**config.mk**
```make
export PLATFORM = sky130hd
export DESIGN_NAME = mvm_host_driver
export DESIGN_NICKNAME = d
export VERILOG_FILES = /design/src/rtl/mvm_pkg.sv /design/src/rtl/mvm_result_collector.sv /design/src/rtl/mvm_host_driver.sv
export SDC_FILE = /design/constraint.sdc
export NUM_CORES = 1
export LEC_CHECK = 0
export CAP_MARGIN = 20
export CORE_MARGIN = 4
export CORE_UTILIZATION = 49
export CTS_CLUSTER_DIAMETER = 120
export CTS_CLUSTER_SIZE = 30
export DETAILED_ROUTE_END_ITERATION = 8
export MAX_ROUTING_LAYER = met4
export PLACE_DENSITY = 0.67
export SLEW_MARGIN = 20
export SYNTH_ARGS = -nofsm -noshare
export SYNTH_HDL_FRONTEND = slang
export SYNTH_SLANG_ARGS = --single-unit
```
**constraint.sdc**
```tcl
create_clock -name clk -period 2.8 [get_ports clk]
set_input_delay 0.84 -clock clk [delete_from_list [all_inputs] [get_ports clk]]
set_output_delay 0.84 -clock clk [all_outputs]
set_load 0.005 [all_outputs]
```
**src/rtl/mvm_pkg.sv**
```systemverilog
`default_nettype none
// ============================================================================
// Module      : mvm_pkg
// Description : Shared types and constants for the sparse MVM host driver.
//               Holds the sequencer state encoding, the matrix geometry and
//               helpers that split a row-major entry index into row/col.
// Revision    : 1.0 - initial release
// ============================================================================
package mvm_pkg;

  localparam int MVM_DIM      = 4;
  localparam int MVM_IDX_W    = 4;
  localparam int MVM_VAL_W    = 8;
  localparam int MVM_RC_W     = 2;
  localparam int MVM_LAST_IDX = MVM_DIM * MVM_DIM - 1;

  typedef enum logic [2:0] {
    ST_IDLE      = 3'd0,
    ST_SCAN      = 3'd1,
    ST_SEND      = 3'd2,
    ST_LIST_DONE = 3'd3,
    ST_COLLECT   = 3'd4,
    ST_FINISH    = 3'd5
  } mvm_state_e;

  // Row-major index: upper bits select the row, lower bits the column.
  function automatic logic [MVM_RC_W-1:0] mvm_idx_row(input logic [MVM_IDX_W-1:0] idx);
    return idx[MVM_IDX_W-1:MVM_RC_W];
  endfunction

  function automatic logic [MVM_RC_W-1:0] mvm_idx_col(input logic [MVM_IDX_W-1:0] idx);
    return idx[MVM_RC_W-1:0];
  endfunction

endpackage
`default_nettype wire

```
**src/rtl/mvm_result_collector.sv**
```systemverilog
`default_nettype none
// ============================================================================
// Module      : mvm_result_collector
// Description : Captures the four result values streamed back by the
//               accelerator into a small register file and provides a
//               combinational read port.
// Ports       : clk, rst_n        - clock, async active-low reset
//               clear             - reset the write pointer (start of collection)
//               capture           - store capture_data at the write pointer
//               capture_data[7:0] - incoming result value
//               res_addr[1:0]     - read select
//               res_data[7:0]     - result register res_addr (combinational)
//               complete          - this capture fills the last register
// Revision    : 1.0 - initial release
// ============================================================================
module mvm_result_collector
  import mvm_pkg::*;
(
  input  logic                 clk,
  input  logic                 rst_n,
  input  logic                 clear,
  input  logic                 capture,
  input  logic [MVM_VAL_W-1:0] capture_data,
  input  logic [MVM_RC_W-1:0]  res_addr,
  output logic [MVM_VAL_W-1:0] res_data,
  output logic                 complete
);

  logic [MVM_RC_W-1:0]  r_ptr;
  logic [MVM_VAL_W-1:0] r_res [MVM_DIM];

  always_ff @(posedge clk or negedge rst_n) begin
    if (!rst_n) begin
      r_ptr <= '0;
      for (int i = 0; i < MVM_DIM; i++) begin
        r_res[i] <= '0;
      end
    end else if (clear) begin
      // Only the pointer is cleared: old results stay readable until
      // they are overwritten by the next collection.
      r_ptr <= '0;
    end else if (capture) begin
      r_res[r_ptr] <= capture_data;
      r_ptr        <= r_ptr + 1'b1;
    end
  end

  assign complete = capture && (r_ptr == MVM_RC_W'(MVM_DIM - 1));
  assign res_data = r_res[res_addr];

endmodule
`default_nettype wire

```
**src/rtl/mvm_host_driver.sv**
```systemverilog
`default_nettype none
// ============================================================================
// Module      : mvm_host_driver
// Description : Host-side sequencer for the sparse matrix-vector accelerator.
//               Holds a 4x4 matrix of 8-bit values written over a register
//               port; on start it streams (row, col, value) entries in
//               row-major order, signals end-of-list and collects the four
//               results returned by the accelerator. A watchdog aborts any
//               wait on the accelerator after MAX_WAIT cycles.
// Config      : MVM_HOST_SKIP_ZERO_EN - when defined, zero-valued entries are
//               skipped (sparse transfer); otherwise all 16 entries are sent.
// Ports       : clk, rst_n                  - clock, async active-low reset
//               cfg_we/cfg_addr/cfg_data    - matrix write port (IDLE only)
//               start                       - begin transfer (level, IDLE only)
//               busy, done, error           - status (done is a pulse)
//               res_addr, res_data          - result read port
//               acc_row/acc_col/acc_value   - entry to the accelerator
//               acc_sending_cpu             - entry valid
//               acc_done_list               - end-of-list pulse
//               acc_fetch_ready             - accelerator ready
//               acc_sending_out, acc_output_val - result stream
// Revision    : 1.0 - initial release
// ============================================================================
module mvm_host_driver
  import mvm_pkg::*;
#(
  parameter logic [23:0] MAX_WAIT = 24'd10_000_000
) (
  input  logic                 clk,
  input  logic                 rst_n,
  input  logic                 cfg_we,
  input  logic [MVM_IDX_W-1:0] cfg_addr,
  input  logic [MVM_VAL_W-1:0] cfg_data,
  input  logic                 start,
  output logic                 busy,
  output logic                 done,
  output logic                 error,
  input  logic [MVM_RC_W-1:0]  res_addr,
  output logic [MVM_VAL_W-1:0] res_data,
  output logic [MVM_RC_W-1:0]  acc_row,
  output logic [MVM_RC_W-1:0]  acc_col,
  output logic [MVM_VAL_W-1:0] acc_value,
  output logic                 acc_sending_cpu,
  output logic                 acc_done_list,
  input  logic                 acc_fetch_ready,
  input  logic                 acc_sending_out,
  input  logic [MVM_VAL_W-1:0] acc_output_val
);

  localparam logic [MVM_IDX_W-1:0] c_LAST_IDX = MVM_IDX_W'(MVM_LAST_IDX);

  mvm_state_e           r_state;
  logic [MVM_IDX_W-1:0] r_idx;
  logic [23:0]          r_wait;
  logic [MVM_VAL_W-1:0] r_matrix [MVM_DIM*MVM_DIM];

  logic [MVM_VAL_W-1:0] w_entry;
  logic                 w_send_entry;
  logic                 w_timeout;
  logic                 w_capture;
  logic                 w_clear_ptr;
  logic                 w_complete;

  assign w_entry = r_matrix[r_idx];

`ifdef MVM_HOST_SKIP_ZERO_EN
  assign w_send_entry = (w_entry != '0);
`else
  assign w_send_entry = 1'b1;
`endif

  // r_wait counts cycles already spent waiting; the current cycle is the
  // MAX_WAIT-th one when r_wait + 1 reaches the limit.
  assign w_timeout   = ((r_wait + 24'd1) >= MAX_WAIT);
  assign w_capture   = (r_state == ST_COLLECT) && acc_sending_out;
  assign w_clear_ptr = (r_state == ST_LIST_DONE) && acc_fetch_ready;

  mvm_result_collector u_collector (
    .clk          (clk),
    .rst_n        (rst_n),
    .clear        (w_clear_ptr),
    .capture      (w_capture),
    .capture_data (acc_output_val),
    .res_addr     (res_addr),
    .res_data     (res_data),
    .complete     (w_complete)
  );

  always_ff @(posedge clk or negedge rst_n) begin
    if (!rst_n) begin
      r_state         <= ST_IDLE;
      r_idx           <= '0;
      r_wait          <= '0;
      busy            <= 1'b0;
      done            <= 1'b0;
      error           <= 1'b0;
      acc_row         <= '0;
      acc_col         <= '0;
      acc_value       <= '0;
      acc_sending_cpu <= 1'b0;
      acc_done_list   <= 1'b0;
      for (int i = 0; i < MVM_DIM * MVM_DIM; i++) begin
        r_matrix[i] <= '0;
      end
    end else begin
      // Pulse outputs fall back to 0 unless a branch below re-asserts them.
      done          <= 1'b0;
      acc_done_list <= 1'b0;

      case (r_state)
        ST_IDLE: begin
          if (cfg_we) begin
            r_matrix[cfg_addr] <= cfg_data;
          end
          if (start) begin
            r_idx   <= '0;
            error   <= 1'b0;
            busy    <= 1'b1;
            r_state <= ST_SCAN;
          end
        end

        ST_SCAN: begin
          r_wait <= '0;
          if (w_send_entry) begin
            acc_row         <= mvm_idx_row(r_idx);
            acc_col         <= mvm_idx_col(r_idx);
            acc_value       <= w_entry;
            acc_sending_cpu <= 1'b1;
            r_state         <= ST_SEND;
          end else if (r_idx == c_LAST_IDX) begin
            r_state <= ST_LIST_DONE;
          end else begin
            r_idx <= r_idx + 1'b1;
          end
        end

        ST_SEND: begin
          if (acc_fetch_ready) begin
            acc_sending_cpu <= 1'b0;
            r_wait          <= '0;
            if (r_idx == c_LAST_IDX) begin
              r_state <= ST_LIST_DONE;
            end else begin
              r_idx   <= r_idx + 1'b1;
              r_state <= ST_SCAN;
            end
          end else if (w_timeout) begin
            error           <= 1'b1;
            done            <= 1'b1;
            acc_sending_cpu <= 1'b0;
            r_state         <= ST_FINISH;
          end else begin
            r_wait <= r_wait + 24'd1;
          end
        end

        ST_LIST_DONE: begin
          if (acc_fetch_ready) begin
            acc_done_list <= 1'b1;
            r_wait        <= '0;
            r_state       <= ST_COLLECT;
          end else if (w_timeout) begin
            error   <= 1'b1;
            done    <= 1'b1;
            r_state <= ST_FINISH;
          end else begin
            r_wait <= r_wait + 24'd1;
          end
        end

        ST_COLLECT: begin
          if (w_complete) begin
            done    <= 1'b1;
            r_state <= ST_FINISH;
          end else if (w_capture) begin
            r_wait <= '0;
          end else if (w_timeout) begin
            error   <= 1'b1;
            done    <= 1'b1;
            r_state <= ST_FINISH;
          end else begin
            r_wait <= r_wait + 24'd1;
          end
        end

        ST_FINISH: begin
          busy    <= 1'b0;
          r_state <= ST_IDLE;
        end

        default: begin
          busy    <= 1'b0;
          r_state <= ST_IDLE;
        end
      endcase
    end
  end

endmodule
`default_nettype wire
```
# Word level (Yosys, flattened, before mapping)
# Cells that the tools add are included.
# totals
reg_bits,210
latch_bits,0
mem_bits_rw,0
mem_bits_ro,0
inputBits,28
out_inout_bits,25
elab_cells,132
mem_count,0
# op_classes
n_addsub,3
mul,0
div,0
magnitude_cmp,7
n_eq_ne,14
shift,0
mux,49
bitwise,6
reduce_logical,21
# ops
cell,count
bitwise mux 128 bit,1
two-way mux 24 bit,4
one-hot mux 24 bit (3 select lines),1
two-way mux 8 bit,6
binary-select mux 8 bit (select 4 bit),1
bitwise mux 32 bit,1
demux 8 bit (select 4 bit),1
"adder 24 x 1 -> 24 bit, second input constant",1
">= comparator 24 bit, second input constant",1
two-way mux 3 bit,6
binary-select mux 8 bit (select 2 bit),1
demux 8 bit (select 2 bit),1
one-hot mux 3 bit (5 select lines),1
two-way mux 1 bit,14
two-way mux 4 bit,3
"inequality test 2 bit, second input constant",6
AND reduction 2 bit,6
">= comparator 5 bit, second input constant",2
NOT 4 -> 5 bit,2
one-hot mux 4 bit (2 select lines),1
"== test 3 x 2 -> 1 bit, second input constant",2
">= comparator 3 bit, second input constant",2
two-way mux 2 bit,3
"inequality test 3 bit, second input constant",2
20 further kinds,31

# Longest topological paths before layout
# logic_depth
word_depth,6
ltp_mapped,12
depth_no_buf,9

# Modules after synthesis
# A second synthesis with hierarchy kept.
# hier_totals
cells_unflattened,770
area_unflattened_um2,10353.7
# modules_own_cells
mod,instances,cells_per_inst,area_each_um2
mvm_host_driver,1,678,8755.9
mvm_result_collector,1,92,1597.8

# Worst setup path after synthesis
# Ideal clock, no wire load.
# synth_timing
path_type,reg2reg
from,register r_wait[2]
to,register r_wait[10]
setup_ps,142
t_arrival_ps,2898
setup_slack_ps,-240
path_stages_with_launch,13
path_buffers,4
path_cell_list,dfrtp_1 buf_2 nand3_1 or4_1 buf_2 or3_1 buf_2 mux2i_1 mux2i_2 o21ai_4 buf_6 o311ai_0 o211ai_1
# synth_via
elab_chain_len,6
elab_cells_between_ends,7
# synth_lines
item,line,source
from (decl),mvm_host_driver.sv:54,logic [23:0] r_wait;
from (signal assigned),mvm_host_driver.sv:154,r_wait <= r_wait + 24'd1;
from (signal assigned),mvm_host_driver.sv:168,r_wait <= r_wait + 24'd1;
from (signal assigned),mvm_host_driver.sv:183,r_wait <= r_wait + 24'd1;
adder 24 x 1 -> 24 bit *,--,
>= comparator 24 bit,mvm_host_driver.sv:74,assign w_timeout = ((r_wait + 24'd1) >= MAX_WAIT);
two-way mux 24 bit *,"mvm_host_driver.sv:148, mvm_host_driver.sv:163, mvm_host_driver.sv:178",
two-way mux 24 bit,mvm_host_driver.sv:176,end else if (w_capture) begin
two-way mux 24 bit,mvm_host_driver.sv:173,if (w_complete) begin
one-hot mux 24 bit (3 select lines) *,mvm_host_driver.sv:110,case (r_state)
# Mark *: on every way between the ends. The rest lies on a longest branch, timed or not. The select of a mux whose other input is x is not followed.
# A chain may end at the register's enable or synchronous reset.

# Final worst setup path
# layout_timing
from,register r_wait[0]
to,register r_wait[20]
# Same word-level chain as after synthesis.

==> metrics.yaml <==
status: "complete, no violations"
peakVddDrop_v: 0.000440
wire_per_inst_um: 20.6
synth_warnings: 0
p_sw_share_pct: 29.5
place_ws_ns: -0.523
cts_buffers: 10
synth_seq_cells: 210
clk_pin_slew_ns: 0.12
fp.dieH_um: 152
synth.distinct_cells: 63
clkPwrFrac_pct: 16.4
viasPerCell: 5.97
drc_errors: 0
crit_path_end_kind: "flip-flop"
fin_crit_ns: 2.77
io_buffers: 52
first_iter_violations: 382
die_area_um2: 23100
maxSlewHeadroom_pct: 44.8
grt_pass1_wl_um: 38000
setup_ws_ns: 0.0253
leakage_uw: 0.00541
cap_violations: 0
p_per_area_nw_per_um2: 812
intPower_uw: 6950
pwr-share-seq_pct: 48.4
die_w_um: 152
layout.nets: 890
cts_tree: "built"
dp_hpwl_um: 15900
globalRoute.totalOverflow: 0
clkLatencyLatePin_ns: 0.47
power_switching_uw: 2910
combPwrFrac_pct: 35.2
area_growth_pct: 19.8
critPathMaxFanout: 6
synthFlopType: "dfrtp_1"
gp_congestion: 0.923
hold_violations: 0
wl_um: 23200
arrival_ns: 3.14
worst_pin_slew_ns: 0.828
layout_common_cells: "207 x dfrtp_1, 173 x mux2_2, 84 x buf_4"
synth_edf_count: 0
setup_violations: 0
ctsHoldBuffers: 0
postSynthCellCount: 742
grt_pass1_vias: 7161
dr.pass1.iters: 4
tns_ns: 0
worstSetupStartpointType: "flip-flop"
max_clock_freq_mhz: 360
core-area_um2: 20300
drv_slew: 0
io-pin-count: 53
clock_skew_ns: 0.0240
seq_area_frac_synth_pct: 51.8
crit_type: "flip-flop to flip-flop"
rsz0062_at_grt: "true"
postSynthAreaPerCell_um2: 13.7
grt_max_degree: 61
cts_sinks: 210
layout_commonest_cell: "dfrtp_1"
cts-htree-levels: 1
synth-async-reset-ratio_pct: 100
grt_use_total_pct: 20.5
cts_root_buffer: "clkbuf_16"
n_antenna_cell: 0
cts_buffer_depth: 3
cp.required_ns: 3.17
finalCritPeriodShare_pct: 99.1
ant_nets: 0
drive_gt1_share_pct: 43.9
grt_antenna_before_repair: 0
worstHoldPathType: "input port to asynchronous set/reset pin"
rr_worst_depth: 10
num_vias: 6717
start_util_pct: 50.0
syn_nets: 776
synthesis.area_um2: 10100
rows: 52
-- cell families after synthesis --
kind of cell / after synthesis / share of synthesized area, %
adder cells (fa/ha/maj): 6 / 0.740
AND/OR/NAND/NOR: 157 / 8.34
buffers and inverters: 51 / 2.11
XOR/XNOR: 7 / 0.604
multiplexers: 225 / 30.3
flip-flops: 210 / 51.8
AO/OA/AOI/OAI: 86 / 6.13
-- timing repair --
action,in CTS,in global routing
hold endpoints to repair,0,0
resized for setup,34,28
setup endpoints to repair,29,25
pin swaps,5,22
buffers inserted,7,6
cloned,1,0
-- cell type report --
| class | count | area [um2] |
|---|---|---|
| well taps | 270 | 338 |
| inverters | 3 | 11.3 |
| repair buffers | 149 | 1370 |
| flip-flops and latches | 210 | 5260 |
| fillers | 1598 | 8150 |
| clock buffers | 12 | 279 |
| multi-input cells | 482 | 4890 |
-- per-layer routing --
| metal | global-route usage [%] | wire [um] |
|---|---|---|
| met5 | - | 0 |
| met4 | 4.58 | 335 |
| met3 | 2.10 | 779 |
| met1 | 27.7 | 10200 |
| met2 | 34.2 | 11900 |
-- per-stage QoR --
stage / utilization [%] / hold slack, ns / power (uW) / instances / area (um2)
2_1_floorplan: - / 0.469 / 7010 / 742 / 10200
3_3_place_gp: 56.8 / 0.481 / 8050 / 1100 / 11500
3_5_place_dp: 56.8 / 0.488 / 8260 / 1100 / 11500
4_1_cts: 59.0 / 0.361 / 9950 / 1120 / 12000
5_1_grt: 59.9 / 0.383 / 10500 / 1126 / 12200
6_report: 59.9 / 0.351 / 9860 / 1126 / 12200
-- sequential cells by signal (all words and copies together), names as in the netlist --
name,cells
r_wait,24
acc_row,2
r_idx,4
error,1
u_collector.r_res,32
done,1
acc_col,2
r_matrix,128
busy,1
acc_done_list,1
acc_sending_cpu,1
acc_value,8
r_state,3
u_collector.r_ptr,2
-- cells in the mapped netlist, drive strengths merged, types with 3 or more instances --
cell	n	share of area (%)
xnor2	5	0.43
o211ai	9	0.72
and2	4	0.25
o21ai	18	1.0
and3	4	0.25
inv	3	0.11
mux4	48	11
buf	13	0.70
a21oi	15	0.85
dfrtp	210	52
o21a	5	0.38
a311oi	3	0.26
nor4	8	0.62
mux2	173	19
nand2	46	1.7
or4	5	0.37
nor2b	8	0.49
nand2b	4	0.25
a31oi	3	0.18
clkbuf	35	1.3
or3	10	0.62
nor3	7	0.39
mux2i	4	0.43
nor3b	4	0.35
ha	6	0.74
o311ai	3	0.26
nand3	18	0.89
a211oi	5	0.42
nand4	5	0.46
nor2	24	0.89
a21o	6	0.44
a221o	4	0.39
-- worst paths after layout --
kind / start / endpoint / slack (ns)
max in group asynchronous: rst_n / r_idx[0] / 1.73
max: r_wait[0] / r_wait[20] / 0.03
min in group clk: r_matrix[123] / r_matrix[123] / 0.51
min reg2reg: r_matrix[123] / r_matrix[123] / 0.51
max reg2reg: r_wait[0] / r_wait[20] / 0.03
min: rst_n / acc_value[1] / 0.35
-- power by group through the flow --
stage | clock (uW) | sequential, uW | combinational [uW]
global route | 1790 | 4910 | 3770
detailed placement | 0 | 4840 | 3420
floorplan | 0 | 4590 | 2420
global placement | 0 | 4740 | 3310
CTS | 1680 | 4780 | 3490
finish | 1620 | 4780 | 3470
-- worst max-delay path, cell delays in order, from the launching register on --
cell and delay (ns):
dfrtp_2 0.46, nand3_4 0.09, or4_4 0.56, or3_4 0.36, mux2i_1 0.14, mux2i_2 0.15
buf_4 0.17, o21a_4 0.19, a21oi_4 0.08, buf_12 0.16, a221o_1 0.31
Power figures use the tool's default switching activity.
